`config.mk`:
```
export PLATFORM = sky130hd
export DESIGN_NAME = display_scan_ctrl
export DESIGN_NICKNAME = d
export VERILOG_FILES = /design/src/rtl/display_scan_ctrl.sv
export SDC_FILE = /design/constraint.sdc
export NUM_CORES = 1
export LEC_CHECK = 0
export BUFFER_PORTS_ARGS = -buffer_cell sky130_fd_sc_hd__buf_2
export CELL_PAD_IN_SITES_DETAIL_PLACEMENT = 0
export CELL_PAD_IN_SITES_GLOBAL_PLACEMENT = 1
export CORE_UTILIZATION = 35
export CTS_CLUSTER_SIZE = 12
export DETAILED_ROUTE_END_ITERATION = 6
export PLACE_DENSITY = 0.71
export SLEW_MARGIN = 25
export SYNTH_ARGS = -nofsm -noshare
export SYNTH_HDL_FRONTEND = slang
export SYNTH_SLANG_ARGS = --single-unit
```
`constraint.sdc`:
```
create_clock -name Clock -period 2.6 [get_ports Clock]
set_input_delay 0.39 -clock Clock [delete_from_list [all_inputs] [get_ports Clock]]
set_output_delay 0.39 -clock Clock [all_outputs]
set_load 0.005 [all_outputs]
```
`src/rtl/display_scan_ctrl.sv`:
```
// Four-digit multiplexed hex display scanner. A prescaler paces the digit
// index; new values are double-buffered and shown only from a frame
// boundary. Optional blanking suppresses leading zero digits.
module display_scan_ctrl #(
   parameter int unsigned DIV = 50000
) (
   input  logic        Clock,
   input  logic        Reset,
   input  logic        load,
   input  logic [15:0] value,
   input  logic        blank_en,
   output logic [3:0]  hex,
   input  logic [1:7]  leds,
   output logic [1:7]  seg,
   output logic [3:0]  an,
   output logic        pending,
   output logic        frame_done
);

   localparam logic [15:0] CNT_MAX = 16'(DIV - 1);

   logic [15:0] cnt_q, cnt_d;
   logic [1:0]  dig_q, dig_d;
   logic [15:0] disp_q, disp_d;
   logic [15:0] shd_q, shd_d;
   logic        pending_q, pending_d;
   logic [1:7]  seg_q, seg_d;
   logic [3:0]  an_q, an_d;
   logic        tick;
   logic        boundary;
   logic        blank_dig;

   // Prescaler, digit index and double-buffered display value
   always_comb begin
      tick      = (cnt_q == CNT_MAX);
      boundary  = tick && (dig_q == 2'd3);
      cnt_d     = tick ? '0 : cnt_q + 16'd1;
      dig_d     = tick ? dig_q + 2'd1 : dig_q;
      disp_d    = disp_q;
      shd_d     = shd_q;
      pending_d = pending_q;
      if (load && boundary) begin
         // Load on the boundary goes straight to the display, nothing left pending
         disp_d    = value;
         shd_d     = value;
         pending_d = 1'b0;
      end else begin
         if (boundary && pending_q) begin
            disp_d    = shd_q;
            pending_d = 1'b0;
         end
         if (load) begin
            shd_d     = value;
            pending_d = 1'b1;
         end
      end
   end

   // Leading-zero blanking and next segment/anode drive for the current digit
   always_comb begin
      blank_dig = 1'b0;
      if (blank_en) begin
         case (dig_q)
            2'd1:    blank_dig = (disp_q[15:4] == '0);
            2'd2:    blank_dig = (disp_q[15:8] == '0);
            2'd3:    blank_dig = (disp_q[15:12] == '0);
            default: blank_dig = 1'b0;
         endcase
      end
      if (blank_dig) begin
         an_d  = '1;
         seg_d = '1;
      end else begin
         an_d  = ~(4'b0001 << dig_q);
         seg_d = leds;
      end
   end

   // State registers with synchronous reset
   always_ff @(posedge Clock) begin
      if (Reset) begin
         cnt_q     <= '0;
         dig_q     <= '0;
         disp_q    <= '0;
         shd_q     <= '0;
         pending_q <= 1'b0;
         seg_q     <= '1;
         an_q      <= '1;
      end else begin
         cnt_q     <= cnt_d;
         dig_q     <= dig_d;
         disp_q    <= disp_d;
         shd_q     <= shd_d;
         pending_q <= pending_d;
         seg_q     <= seg_d;
         an_q      <= an_d;
      end
   end

   assign hex        = 4'(disp_q >> {dig_q, 2'b00});
   assign seg        = seg_q;
   assign an         = an_q;
   assign pending    = pending_q;
   assign frame_done = boundary;

endmodule

```
==> key figures <==
Timing
  • Final slew viol count: 0
  • Worst setup margin: 0.3638 ns
  • Clock skew: 0.008527 ns
  • Maximum clock frequency: around 450 MHz
  • RSZ-0062 raised after global routing: false
  • Max-Slew Margin vs Limit: 46.15%
  • Hold Fails Final Rpt: 0
  • Fin crit period: 2.236 ns
  • Setup_tns: 0 ns
  • Setup-failing EPs final: 0
  • Tcrit/Tclk final: a little under nine tenths
  • Measured slew at the worst slew-check pin: 0.8078 ns

Synthesis
  • Synthesized cell area: 0.002620 sq mm
  • Post-synthesis average cell area: 10.27 sq um
  • Gate Count Post-Synth: 255
  • Yosys reg bits: 62
  • Post-synth cell types: 37
  • EDFF count, synth: 0
  • Synth Warn #: 0
  • Syn nets: 288
  • Post-synth top flop: dfxtp_1
  • Post-synthesis async set-or-reset flop share: 0%
  • Sequential area share after synthesis: 47.37%

Power
  • P_leak: 1.278 nW
  • Peak supply drop: 0.2052 mV
  • Power Density: 622.4 mW/mm^2

Setup path
  • WP data required: 2.21 ns
  • Critical path class: reg -> out
  • CP startpoint kind: flop
  • Worst-path fanout max: 4
  • FF-to-FF Start: cnt_q[5]
  • Worst setup path endpoint: frame_done
  • Worst-case reg-to-reg path depth: 4
  • R2R Path End: disp_q[15]
  • R2r setup slk: 0.42 ns
  • Endpoint class of the critical path: primary output
  • Worst Setup SP: cnt_q[0]
  • Arrival time at the worst endpoint: 1.85 ns

Placed design
  • Post-DP HPWL: 3.535 mm
  • # port buffers: 43
  • Placement Setup Slack: between 0.4 and 0.5 ns
  • Gpl congestion: 0.7137

Drt
  • Routed vias/inst: 4.759
  • Initial DRC Count: 62
  • Drt wl/cell: 12.69 microns
  • DRT antenna net count: 0
  • DRC viols: 2
  • Drt total wl: roughly 5 mm
  • Via count: roughly 1900
  • Pre-Repair DR Iteration Count: 6

Floorplan
  • Starting Density: 36.12%
  • Io pins: 44
  • Die extent in y: 88.52 microns
  • Core area: 0.007253 sq mm
  • Die span in x: a little under 90 microns
  • Cell Rows: 31
  • Die ar.: 0.007836 sq mm

Clock network
  • Post-CTS Setup Bufs: 0
  • Post-CTS sizing: 0
  • H-tree Lvls: 3
  • CTS tree: yes
  • TritonCTS Sinks: just over 60
  • Post-CTS Hold Fix Bufs: 0
  • Worst-Skew Late Latency: 0.33 ns
  • CTS Buffer Depth: 2
  • Clock Pin Slew Worst Setup and Hold Paths: 0.07 ns
  • TritonCTS Buffers: 9
  • Root Driver: clkbuf_8

Hold path
  • Hold Path Class: in -> reg

Layout
  • Leading cell type in the layout, fill and taps excluded: dfxtp_1
  • Commonest non-fill, non-tap cells in the layout: 62 x dfxtp_1, 43 x buf_2, 34 x nor2_1
  • Diodes inserted: 0
  • Share of cells above drive strength 1: 26.32%
  • Final #Nets: approximately 330
  • Syn-to-layout area delta: 19.29%

Outcome
  • Status: finished with violations
  • Failing checks: DRC

Flow run
  • Max-cap violations: 0

Global route
  • GRT Util Overall: 14.26%
  • Vias in the first global route: approximately 1700
  • First-pass GRT wire length: 8.217 mm
  • Grt total ovfl: 0
  • Initial antenna violation count: 0
  • Largest net degree at the start of global routing: 50
-- final cells by class --
type | count | area [sq um]
inverters | 5 | 18.77
multi-input cells | 175 | 1303
repair buffers | 46 | 237.7
clock buffers | 13 | 158.9
fillers | 710 | 4128
flip-flops and latches | 62 | 1241
well taps | 99 | 123.9
clock inverters | 3 | 42.54
-- cell usage after synthesis (6+ instances only) --
library cell  instances  area [sq um]
or3_1                 9         56.30
dfxtp_1              62          1241
mux2_4               10         150.1
nor4_1                7         43.79
xnor2_1               9         78.83
nor2_1               34         127.6
mux2i_1              16         160.2
ha_1                  6         75.07
nor2b_1              18         112.6
nand3_1              10         50.05
clkbuf_1             10         37.54
o21ai_0               9         45.04
-- how the worst min path moves through the flow --
stage,from,to,slack (ns),cells past startpoint
final,leds[2],seg[2],0.24,2
after global routing,leds[4],seg[4],0.21,2
after CTS,leds[2],seg[2],0.23,2
after detailed placement,cnt_q[0],cnt_q[0],0.46,1
after global placement,cnt_q[0],cnt_q[0],0.44,1
after floorplan,cnt_q[0],cnt_q[0],0.43,1
-- state kept, by name, indices dropped and copies added, names as in the netlist --
register and flops:
an 4, cnt_q 16, dig_q 2, disp_q 16, pending 1, seg 7
shd_q 16
-- worst max-delay path, stage by stage, from the launching register on --
cell     delay, ns
dfxtp_1       0.36
ha_1          0.23
nand3_1       0.14
nor4_1        0.39
and3_1        0.26
buf_2         0.13
-- per-layer routing --
layer | share of wire, % | routed length [microns] | vias up | track usage (%)
li1 | - | - | 985 | -
met2 | 47 | 2393 | 36 | 22.52
met1 | 48 | 2465 | 895 | 17.32
met5 | 0 | 0 | - | 0
met4 | 0.63 | 32 | 0 | 5.279
met3 | 4.4 | 224 | 2 | 6.063
-- power by group --
part,switching (mW),internal [mW]
Clock,0.370,0.495
Combinational,0.0487,0.0458
Sequential,0.0102,0.976
Total,0.429,1.52
-- through the flow --
step	utilization, %	total power [mW]	hold slack, ns	std cells	instance area, sq um
6_report	43.09	1.945	0.2382	403	3126
3_3_place_gp	40.31	1.103	0.4389	387	2924
2_1_floorplan	-	1.064	0.4262	255	2620
3_5_place_dp	40.31	1.104	0.4552	387	2924
4_1_cts	43.09	1.973	0.2270	403	3126
5_1_grt	43.09	2.045	0.2086	403	3126
-- kinds of logic after synthesis --
logic type	Yosys count	share of synthesized area, %
AND/OR/NAND/NOR	104	21.78
XOR/XNOR	14	4.680
buffers and inverters	18	2.913
AO/OA/AOI/OAI	19	4.250
flip-flops	62	47.37
multiplexers	32	16.14
adder cells (fa/ha/maj)	6	2.865
Note: power is estimated with default switching activity, not from simulation.
